## src/rtl/running_enemy_sprite_fetch.sv

```systemverilog
// running_enemy_sprite_fetch
//   Front end of the green running-enemy renderer. For every VGA pixel it
//   decides whether the pixel falls inside the enemy sprite box. It then
//   fetches the 3-bit palette index from the external sprite-sheet ROM and
//   presents it to the palette lookup with a fixed 3-cycle latency. The
//   run-cycle animation advances once every FRAME_HOLD video frames.
//   Palette index 0 is the transparent (chroma-key) colour.
//
// Ports
//   Clk, Reset_n         pixel clock, asynchronous active-low reset
//   vsync                VGA vsync (active low); its falling edge is the frame tick
//   DrawX, DrawY         current pixel column / row
//   enemy_x, enemy_y     sprite top-left corner, sampled on each frame tick
//   enemy_active         enemy alive and drawn, sampled on each frame tick
//   facing_left          enemy direction, sampled on each frame tick
//   rom_addr / rom_q     synchronous sprite ROM; data returns one cycle after the address
//   pixel_index          palette index, 0 when no sprite pixel is present
//   pixel_valid          an opaque sprite pixel is present
//
// Build option
//   ENEMY_MIRROR_EN      when defined, a left-facing enemy is drawn mirrored
//                        horizontally. Otherwise facing_left has no effect.

module running_enemy_sprite_fetch #(
  parameter int SPR_W      = 32,
  parameter int SPR_H      = 32,
  parameter int NUM_FRAMES = 6,
  parameter int FRAME_HOLD = 6,
  parameter int ROM_AW     = 13
) (
  input  logic              Clk,
  input  logic              Reset_n,
  input  logic              vsync,
  input  logic [9:0]        DrawX,
  input  logic [9:0]        DrawY,
  input  logic [9:0]        enemy_x,
  input  logic [9:0]        enemy_y,
  input  logic              enemy_active,
  input  logic              facing_left,
  output logic [ROM_AW-1:0] rom_addr,
  input  logic [2:0]        rom_q,
  output logic [2:0]        pixel_index,
  output logic              pixel_valid
);

  localparam int CW = $clog2(SPR_W);
  localparam int RW = $clog2(SPR_H);
  localparam int FW = (NUM_FRAMES > 1) ? $clog2(NUM_FRAMES) : 1;
  localparam int HW = (FRAME_HOLD > 1) ? $clog2(FRAME_HOLD) : 1;
  localparam logic [ROM_AW-1:0] FRAME_SZ = ROM_AW'(SPR_W * SPR_H);

  logic              vsync_q;
  logic [9:0]        ex_q, ey_q;
  logic              active_q, left_q;
  logic [FW-1:0]     frame_q, frame_d;
  logic [HW-1:0]     hold_q, hold_d;
  logic [ROM_AW-1:0] rom_addr_q, rom_addr_d;
  logic              hit_d1_q, hit_d2_q;
  logic [2:0]        pixel_index_q;
  logic              pixel_valid_q;

  logic              tick;
  logic              hit;
  logic [10:0]       x11, y11, ex11, ey11;
  logic [CW-1:0]     col, col_m;
  logic [RW-1:0]     row;

  // Frame tick: the registered falling edge of vsync. It always lands in
  // vertical blanking, so the shadow state never changes mid-picture.
  assign tick = vsync_q & ~vsync;

  // Animation next state. The active flag used here is the one being latched
  // on this same tick. As a result, a respawned enemy always restarts at frame 0.
  // NOTE: every always_comb output gets a default first, so no path can leave
  // a signal unassigned and infer a latch.
  always_comb begin
    frame_d = frame_q;
    hold_d  = hold_q;
    if (tick) begin
      if (enemy_active) begin
        if (hold_q == HW'(FRAME_HOLD - 1)) begin
          hold_d  = '0;
          frame_d = (frame_q == FW'(NUM_FRAMES - 1)) ? '0 : frame_q + 1'b1;
        end else begin
          hold_d  = hold_q + 1'b1;
        end
      end else begin
        frame_d = '0;
        hold_d  = '0;
      end
    end
  end

  // Stage 0 hit test. The 11-bit compares keep ex+SPR_W from wrapping, so a
  // sprite that runs off the right or bottom edge simply clips.
  assign x11  = {1'b0, DrawX};
  assign y11  = {1'b0, DrawY};
  assign ex11 = {1'b0, ex_q};
  assign ey11 = {1'b0, ey_q};

  assign hit = active_q
             & (x11 >= ex11) & (x11 < ex11 + 11'(SPR_W))
             & (y11 >= ey11) & (y11 < ey11 + 11'(SPR_H));

  // Inside the box the offset is below the power-of-two size. Subtracting
  // only the low bits therefore gives the same result as truncating the
  // full difference.
  assign col = DrawX[CW-1:0] - ex_q[CW-1:0];
  assign row = DrawY[RW-1:0] - ey_q[RW-1:0];

`ifdef ENEMY_MIRROR_EN
  // The sheet holds right-facing art only; left-facing reads columns reversed.
  assign col_m = left_q ? (CW'(SPR_W - 1) - col) : col;
`else
  logic unused_left;
  assign unused_left = left_q;
  assign col_m       = col;
`endif

  // Frame base plus {row, col}. {row, col} equals row*SPR_W + col because
  // SPR_W is a power of two. Off-sprite pixels keep the previous address,
  // which the pipeline ignores.
  always_comb begin
    rom_addr_d = rom_addr_q;
    if (hit) begin
      rom_addr_d = (ROM_AW'(frame_q) * FRAME_SZ) + ROM_AW'({row, col_m});
    end
  end

  // NOTE: sequential state uses non-blocking assignments only. Every
  // register then samples pre-edge values, and the pipeline stages shift
  // in lockstep.
  always_ff @(posedge Clk or negedge Reset_n) begin
    if (!Reset_n) begin
      vsync_q       <= 1'b1;
      ex_q          <= '0;
      ey_q          <= '0;
      active_q      <= 1'b0;
      left_q        <= 1'b0;
      frame_q       <= '0;
      hold_q        <= '0;
      rom_addr_q    <= '0;
      hit_d1_q      <= 1'b0;
      hit_d2_q      <= 1'b0;
      pixel_index_q <= '0;
      pixel_valid_q <= 1'b0;
    end else begin
      vsync_q <= vsync;
      if (tick) begin
        ex_q     <= enemy_x;
        ey_q     <= enemy_y;
        active_q <= enemy_active;
        left_q   <= facing_left;
      end
      frame_q       <= frame_d;
      hold_q        <= hold_d;
      rom_addr_q    <= rom_addr_d;
      hit_d1_q      <= hit;
      hit_d2_q      <= hit_d1_q;
      pixel_index_q <= hit_d2_q ? rom_q : 3'd0;
      pixel_valid_q <= hit_d2_q & (rom_q != 3'd0);
    end
  end

  assign rom_addr    = rom_addr_q;
  assign pixel_index = pixel_index_q;
  assign pixel_valid = pixel_valid_q;

endmodule
```

## config.mk

```make
export PLATFORM = sky130hd
export DESIGN_NAME = running_enemy_sprite_fetch
export DESIGN_NICKNAME = d
export VERILOG_FILES = /design/src/rtl/running_enemy_sprite_fetch.sv
export SDC_FILE = /design/constraint.sdc
export NUM_CORES = 1
export LEC_CHECK = 0
export ABC_AREA = 1
export CAP_MARGIN = 15
export CORE_MARGIN = 3
export CORE_UTILIZATION = 40
export CTS_CLUSTER_DIAMETER = 100
export DETAILED_ROUTE_END_ITERATION = 16
export HOLD_SLACK_MARGIN = 0.08
export PLACE_DENSITY = 0.66
export SYNTH_ARGS = -nofsm -noshare
export SYNTH_HDL_FRONTEND = slang
export SYNTH_SLANG_ARGS = --single-unit
```

## constraint.sdc

```tcl
create_clock -name Clk -period 5.1 [get_ports Clk]
set_input_delay 1.02 -clock Clk [delete_from_list [all_inputs] [get_ports Clk]]
set_output_delay 1.02 -clock Clk [all_outputs]
set_load 0.02 [all_outputs]
```

==> flow_summary.yaml, run 1 <==
logic_synthesis:
  syn-cell-area_um2: 2909
  ys_warn_count: 0
  synth.net_count: 439
  ys_types: 30
  syn_area_per_cell_um2: 8.149
  synth-seq-cells: 47
  synth_cells: 357
  seq_area_frac_synth: 0.4047
die:
  ios: 65
  die-area_um2: 8332
  coreArea_um2: 6907
  start_util: 0.4212
  die_h_um: 91.28
  rows: 30
  die-width_um: 91.28
clocking:
  h-tree-depth: 2
  cts_root_buf: "clkbuf_8"
  hold_buffers: 0
  cts_tree: "done"
  clockBufferDepth: 2
  cts.sinks: 47
  cts_setup_buffers: 0
  clock_latency_ps: 300
  cts_buffers: 5
  cts-resized-gates: 0
  clk_pin_slew_ps: 90
timing:
  clock.fmax_mhz: 325.8
  finalWorstPathRequiredPeriod_ps: 3069
  finalSetupViolCount: 0
  post-route-period-util: 0.6018
  rsz0062_at_grt: "no"
  worstMarginPinSlew_ps: 652.3
  skew_ps: 8.231
  slew_violations: 0
  hold_viol: 0
  setup_tns_ps: 0
  max_slew_margin: 0.5647
global_routing:
  grt_max_degree: 48
  gr-total-overflow: 0
  globalRouteTotalUtil: 0.1478
  grt_pass1_wl_um: 10270
  grt_antenna_before_repair: 0
  grt_pass1_vias: 2342
power_and_ir_drop:
  comb_power_share: 0.402
  p_total_mw: 1.220
  internal_power_uw: 773.7
  powerDensity_nw_per_um2: 326.8
  seq_power_share: 0.411
  p_leak_nw: 1.862
  peakVddDrop_uv: 111.2
  power_switching_uw: 446.1
  netSwitchingFraction: 0.3657
  clockPowerShare: 0.188
status:
  status: "finished, final reports clean"
final_layout:
  diodes: 0
  drive_above_1_share: 0.04502
  most-common-layout-cells: "nand2_1, clkdlybuf4s50_1, inv_1"
  areaGrowthSynthToFinish_pct: 28.30
  fillerInstances: 683
  nets: 503
  mostFrequentLayoutCell: "nand2_1"
route:
  wirelength_um: 5837
  vias: 2423
  final_antenna_net_count: 0
  dr.pass1.iters: 4
  drc: 0
  via_per_inst: 4.678
  wl_per_cell_um: 11.27
  drt_iter0_drc: 95
critical_path:
  criticalPathCategory: "input port to register"
  crit_fanout: 14
  endpoint_kind: "register"
  arrival_ps: 3260
  cp-start-kind: "input port"
  cp.required_ps: 5290
min_path:
  hp-class: "register to register"
placed_design:
  dp_hpwl_um: 4649
  gp_congestion: 0.8156
  port_buffers: 63
run:
  max_cap_violations: 0
==> cell type report <==
class	instances	area, µm²	share of cell area
clock buffers	5	68.82	0.01844
well taps	96	120.1	0.03218
clock inverters	3	23.77	0.006369
flip-flops and latches	47	1177	0.3155
multi-input cells	249	1490	0.3993
repair buffers	65	653.1	0.1750
inverters	53	198.9	0.05330
==> path summary, 6_finish.rpt <==
check | from | end | slack [ps] | cells past startpoint
hold / removal | hit_d1_q | hit_d2_q | 370 | 0
max in group asynchronous | Reset_n | vsync_q | 3920 | 2
min in group asynchronous | Reset_n | ey_q[2] | 620 | 1
setup / recovery | DrawY[0] | rom_addr[0] | 2030 | 9
setup reg to reg | ex_q[5] | rom_addr[0] | 2790 | 10
hold reg to reg | hit_d1_q | hit_d2_q | 370 | 0
==> layer usage <==
| layer | wire (µm) | up-vias | GRT usage |
|---|---|---|---|
| met4 | 68 | 0 | 0.04523 |
| li1 | - | 1278 | - |
| met5 | 0 | - | 0 |
| met3 | 332 | 5 | 0.03480 |
| met1 | 2814 | 1086 | 0.1915 |
| met2 | 2621 | 54 | 0.2446 |
==> registers in the layout, indices dropped and copies added, names as in the netlist <==
name / flops
hit_d2_q: 1
pixel_valid: 1
active_q: 1
hold_q: 3
hit_d1_q: 1
vsync_q: 1
ey_q: 10
rom_addr: 13
pixel_index: 3
ex_q: 10
frame_q: 3
==> cell families (layout without fill, tap and decap cells) <==
group           Yosys count  after routing  synth area share
fa+ha+maj                34             34            0.1514
xor+xnor                 12             12           0.03613
simple gates            155            155            0.2340
flops                    47             47            0.4047
buf+inv                  61            126           0.08387
compound gates           48             48           0.08990
==> Yosys cell counts <==
cell type,n,area [µm²]
nor2_1,18,67.56
nand3b_1,2,15.01
xnor2_1,5,43.79
o21bai_1,1,7.510
o22ai_1,1,6.260
buf_6,1,11.26
buf_4,2,15.01
nor3_1,1,5.000
fa_1,2,40.04
clkbuf_1,5,18.77
nand3_1,9,45.04
a21o_1,3,22.52
nor2_4,2,22.52
o32ai_1,1,8.760
xor2_1,7,61.31
o21ai_1,1,5.000
dfrtp_1,46,1151
a31oi_1,1,6.260
a21oi_1,16,80.08
a21boi_0,1,7.510
o21a_1,1,7.510
nand3_4,1,17.52
ha_1,32,400.4
inv_2,2,7.510
nand4_1,19,118.9
nand2_1,102,382.9
dfstp_2,1,26.28
o21ai_0,22,110.1
or2_2,1,6.260
inv_1,51,191.4
==> through the flow <==
stage	instances	util	area (µm²)	setup slack, ps	hold WS, ps
floorplan	357	-	2909	2542	331.2
global placement	509	0.5241	3620	1741	335.6
detailed placement	509	0.5241	3620	1720	351.7
CTS	517	0.5375	3712	2034	374.4
global route	518	0.5404	3732	1870	384.8
finish	518	0.5404	3732	2031	367.8
==> worst max-delay path, stage by stage <==
cell             delay [ps]
clkdlybuf4s50_1         470
inv_1                    50
ha_1                    210
fa_1                    420
nand3b_1                180
nand4_1                 480
nand3_4                 250
nand2_1                 130
nand2_1                  50
==> power by group through the flow <==
stage	logic (mW)	clock network (mW)	registers [mW]
6_report	0.490	0.229	0.501
2_1_floorplan	0.247	0	0.559
3_5_place_dp	0.492	0	0.508
4_1_cts	0.495	0.240	0.501
3_3_place_gp	0.480	0	0.507
5_1_grt	0.553	0.256	0.512
Note: power is estimated with default switching activity, not from simulation.
==> inputs of run 2 (changes only) <==
- PLACE_DENSITY: 0.66 -> 0.68
- clock period: 5.1 -> 2.5 ns (I/O delays scaled with it)
==> run 2 against run 1 <==
Net effect: global-route usage rose by 0.98 points; routed wire length rose by 4.8%; final area rose by 2.1%; die area did not move; cell count rose by 1.7%; clock power rose by 150%; non-clock buffer count rose by 9; sequential share of layout area fell by 0.64 points; sequential cell count did not move; highest routed layer unchanged.
==> flow_summary.yaml, run 2 (synthesis gave the netlist of run 1 again) <==
final_layout:
  fillerInstances: 694
  diodes: 0
  largest_reg_flops: 13
  nets: 512
  areaGrowthSynthToFinish_pct: 30.97
  mostFrequentLayoutCell: "nand2_1"
  most-common-layout-cells: "nand2_1, clkdlybuf4s50_1, inv_1"
  drive_above_1_share: 0.06497
route:
  dr.pass1.iters: 6
  drc: 0
  final_antenna_net_count: 0
  vias: 2455
  wirelength_um: 6117
  wl_per_cell_um: 11.61
  via_per_inst: 4.658
  drt_iter0_drc: 88
die:
  die_h_um: 91.28
  rows: 30
  ios: 65
  coreArea_um2: 6907
  die-area_um2: 8332
  start_util: 0.4212
  die-width_um: 91.28
critical_path:
  crit_buf_inv: 3
  cpPeakStageDelay_ps: 430
  cp.required_ps: 2690
  cp-start-kind: "register"
  crit_chain: "ha_1, inv_1, ha_1, inv_1, nor2_1, nand2_1, nand3b_1, a21oi_1, nor2_4, buf_4, nand4_1, nand2_1"
  cpMaxStageDelayCell: "dfrtp_1"
  criticalPathCategory: "register to register"
  path_delay_family: "adder cells"
  crit_fanout: 9
  arrival_ps: 2340
  endpoint_kind: "register"
run:
  max_cap_violations: 0
clocking:
  cts-resized-gates: 0
  h-tree-depth: 2
  clock_latency_ps: 300
  cts_tree: "done"
  cts_root_buf: "clkbuf_8"
  cts_setup_buffers: 0
  clk_pin_slew_ps: 90
  cts.sinks: 47
  cts_buffers: 5
  hold_buffers: 0
  clockBufferDepth: 2
timing:
  finalSetupViolCount: 0
  clock.fmax_mhz: 465.2
  hold_viol: 0
  finalWorstSetupSlack_ps: 350.4
  worstMarginPinSlew_ps: 764.9
  max_slew_margin: 0.4901
  finalWorstPathRequiredPeriod_ps: 2150
  slew_violations: 0
  skew_ps: 8.053
  post-route-period-util: 0.8599
  setup_tns_ps: 0
  rsz0062_at_grt: "no"
power_and_ir_drop:
  p_leak_nw: 1.916
  p_total_mw: 2.633
  powerDensity_nw_per_um2: 691.1
  peakVddDrop_uv: 282.4
global_routing:
  grt_pass1_vias: 2499
  grt_max_degree: 35
  grt_pass1_wl_um: 10880
  globalRouteTotalUtil: 0.1577
  grt_antenna_before_repair: 0
  gr-total-overflow: 0
placed_design:
  dp_hpwl_um: 5009
  gp_congestion: 0.8295
  place_ws_ps: 79.83
  port_buffers: 63
min_path:
  hp-class: "input port to async pin"
status:
  status: "finished, final reports clean"
run 2: cell type report:
| type | count | area, µm² | area share |
|---|---|---|---|
| Sequential cell | 47 | 1177 | 0.3090 |
| Multi-Input combinational cell | 249 | 1490 | 0.3911 |
| Inverter | 53 | 198.9 | 0.05222 |
| Clock inverter | 3 | 46.29 | 0.01215 |
| Timing Repair Buffer | 74 | 708.2 | 0.1859 |
| Tap cell | 96 | 120.1 | 0.03153 |
| Clock buffer | 5 | 68.82 | 0.01806 |
run 2: worst paths after layout:
| check | startpoint | depth (start not counted) | slack, ps | to |
|---|---|---|---|---|
| worst max-delay path | ex_q[5] | 12 | 350 | rom_addr[3] |
| worst min-delay path | Reset_n | 1 | 270 | ey_q[3] |
| worst max register to register | ex_q[5] | 12 | 350 | rom_addr[3] |
| worst min register to register | hit_d1_q | 0 | 350 | hit_d2_q |
| max in group asynchronous | Reset_n | 2 | 1610 | ex_q[2] |
| min in group Clk | hit_d1_q | 0 | 350 | hit_d2_q |
run 2: worst reg2reg max path: stages (launching register included):
cell and delay [ps]:
dfrtp_1 430, ha_1 290, inv_1 40, ha_1 280, inv_1 40, nor2_1 100, nand2_1 60, nand3b_1 150
a21oi_1 260, nor2_4 90, buf_4 180, nand4_1 90, nand2_1 60
run 2: power by group:
group	total, mW	switching (mW)	leakage (nW)	internal (mW)
Sequential	1.03	0.101	0.597	0.925
Combinational	1.04	0.561	1.26	0.479
Clock	0.568	0.267	0.0548	0.301
run 2: through the flow:
| step | area [µm²] | hold slack (ps) | utilization | cells |
|---|---|---|---|---|
| after floorplan | 2909 | 204.4 | - | 357 |
| after global placement | 3695 | 334.5 | 0.5350 | 519 |
| after detailed placement | 3695 | 337.0 | 0.5350 | 519 |
| after CTS | 3810 | 292.3 | 0.5516 | 527 |
| after global routing | 3810 | 322.7 | 0.5516 | 527 |
| final | 3810 | 265.5 | 0.5516 | 527 |
run 2: layer usage:
| metal | track usage | vias up | share of wire |
|---|---|---|---|
| li1 | - | 1295 | - |
| met1 | 0.2117 | 1092 | 0.48 |
| met2 | 0.2636 | 62 | 0.46 |
| met3 | 0.03231 | 6 | 0.043 |
| met4 | 0.03266 | 0 | 0.0087 |
| met5 | 0 | - | 0 |
==> inputs of run 3 (changes only) <==
- CAP_MARGIN: 15 -> 40
- MAX_ROUTING_LAYER: default -> met4
==> run 3 against run 2 <==
Net effect: die area stayed put; non-clock buffer count unchanged; sequential cell count is the same; critical path depth stayed put.
==> flow_summary.yaml, run 3 (synthesis gave the netlist of run 1 again) <==
final_layout:
  areaGrowthSynthToFinish_pct: 30.97
  most-common-layout-cells: "nand2_1, clkdlybuf4s50_1, inv_1"
  mostFrequentLayoutCell: "nand2_1"
  largest_reg_flops: 13
  drive_above_1_share: 0.06497
  fin_util: 0.5516
  nets: 512
  diodes: 0
global_routing:
  grt_pass1_wl_um: 10890
  grt_pass1_vias: 2497
  gr-total-overflow: 0
  grt_antenna_before_repair: 0
  grt_max_degree: 35
  globalRouteTotalUtil: 0.1621
clocking:
  cts.sinks: 47
  cts_tree: "done"
  hold_buffers: 0
  clock_latency_ps: 290
  h-tree-depth: 2
  cts_setup_buffers: 0
  cts-resized-gates: 0
  clockBufferDepth: 2
  cts_root_buf: "clkbuf_8"
  cts_buffers: 5
  clk_pin_slew_ps: 90
timing:
  finalWorstPathRequiredPeriod_ps: 2149
  skew_ps: 8.003
  slew_violations: 0
  hold_viol: 0
  clock.fmax_mhz: 465.3
  worstMarginPinSlew_ps: 763.9
  finalSetupViolCount: 0
  post-route-period-util: 0.8597
  finalWorstSetupSlack_ps: 350.6
  rsz0062_at_grt: "no"
  setup_tns_ps: 0
  max_slew_margin: 0.4908
route:
  m1WireLength_um: 2970
  wl_per_cell_um: 11.61
  via_per_inst: 4.655
  drt_iter0_drc: 88
  vias: 2453
  highest_layer: "met4"
  wirelength_um: 6121
  final_antenna_net_count: 0
  routed-wl-met3_um: 258
  dr.pass1.iters: 7
  wl_met2_um: 2856
  drc: 0
die:
  die_h_um: 91.28
  start_util: 0.4212
  coreArea_um2: 6907
  die-width_um: 91.28
  die-area_um2: 8332
  rows: 30
  ios: 65
run:
  max_cap_violations: 0
placed_design:
  gp_congestion: 0.8421
  dp_hpwl_um: 5009
  place_ws_ps: 79.83
  port_buffers: 63
critical_path:
  cp.required_ps: 2690
  arrival_ps: 2340
  criticalPathCategory: "register to register"
  cp-start-kind: "register"
  crit_start: "ex_q[5]"
  r2r-start: "ex_q[5]"
  crit_fanout: 9
  endpoint_kind: "register"
power_and_ir_drop:
  powerDensity_nw_per_um2: 690.8
  p_total_mw: 2.632
  peakVddDrop_uv: 281.1
  p_leak_nw: 1.916
status:
  status: "finished, final reports clean"
min_path:
  hp-class: "input port to async pin"
[run 3: routing by layer]
metal / vias up / GRT usage
met2: 62 / 0.2630
met5: - / -
li1: 1295 / -
met4: 0 / 0.03266
met3: 2 / 0.03065
met1: 1094 / 0.2133
[run 3: worst max-delay path, cell delays in order (launching register included)]
cell and delay, ps:
dfrtp_1 420, ha_1 290, inv_1 40, ha_1 280, inv_1 40, nor2_1 100, nand2_1 60, nand3b_1 150
a21oi_1 260, nor2_4 90, buf_4 170, nand4_1 90, nand2_1 60
[run 3: final cells by class]
cell class                 count  area, µm²
tap                           96      120.1
inverter                      53      198.9
timing repair buffer          74      708.2
clock buffer                   5      68.82
clock inverter                 3      46.29
fill                         694       3097
multi-input combinational    249       1490
sequential                    47       1177
[run 3: per-stage QoR]
stage,area [µm²],std cells,hold WS (ps)
final,3810,527,266.5
after global routing,3810,527,322.7
after CTS,3810,527,292.3
after detailed placement,3695,519,337.0
after global placement,3695,519,334.5
after floorplan,2909,357,204.4
[run 3: final timing paths]
check | slack (ps) | cells past startpoint | end
min in group Clk | 350 | 0 | hit_d2_q
hold / removal | 270 | 1 | ey_q[3]
setup reg to reg | 350 | 12 | rom_addr[3]
setup / recovery | 350 | 12 | rom_addr[3]
hold reg to reg | 350 | 0 | hit_d2_q
max in group asynchronous | 1610 | 2 | ex_q[2]
[run 3: power by group]
| part | total (mW) | switching, mW | internal, mW | leakage (nW) |
|---|---|---|---|---|
| clock network | 0.567 | 0.266 | 0.301 | 0.0548 |
| registers | 1.03 | 0.101 | 0.925 | 0.597 |
| logic | 1.04 | 0.560 | 0.479 | 1.26 |
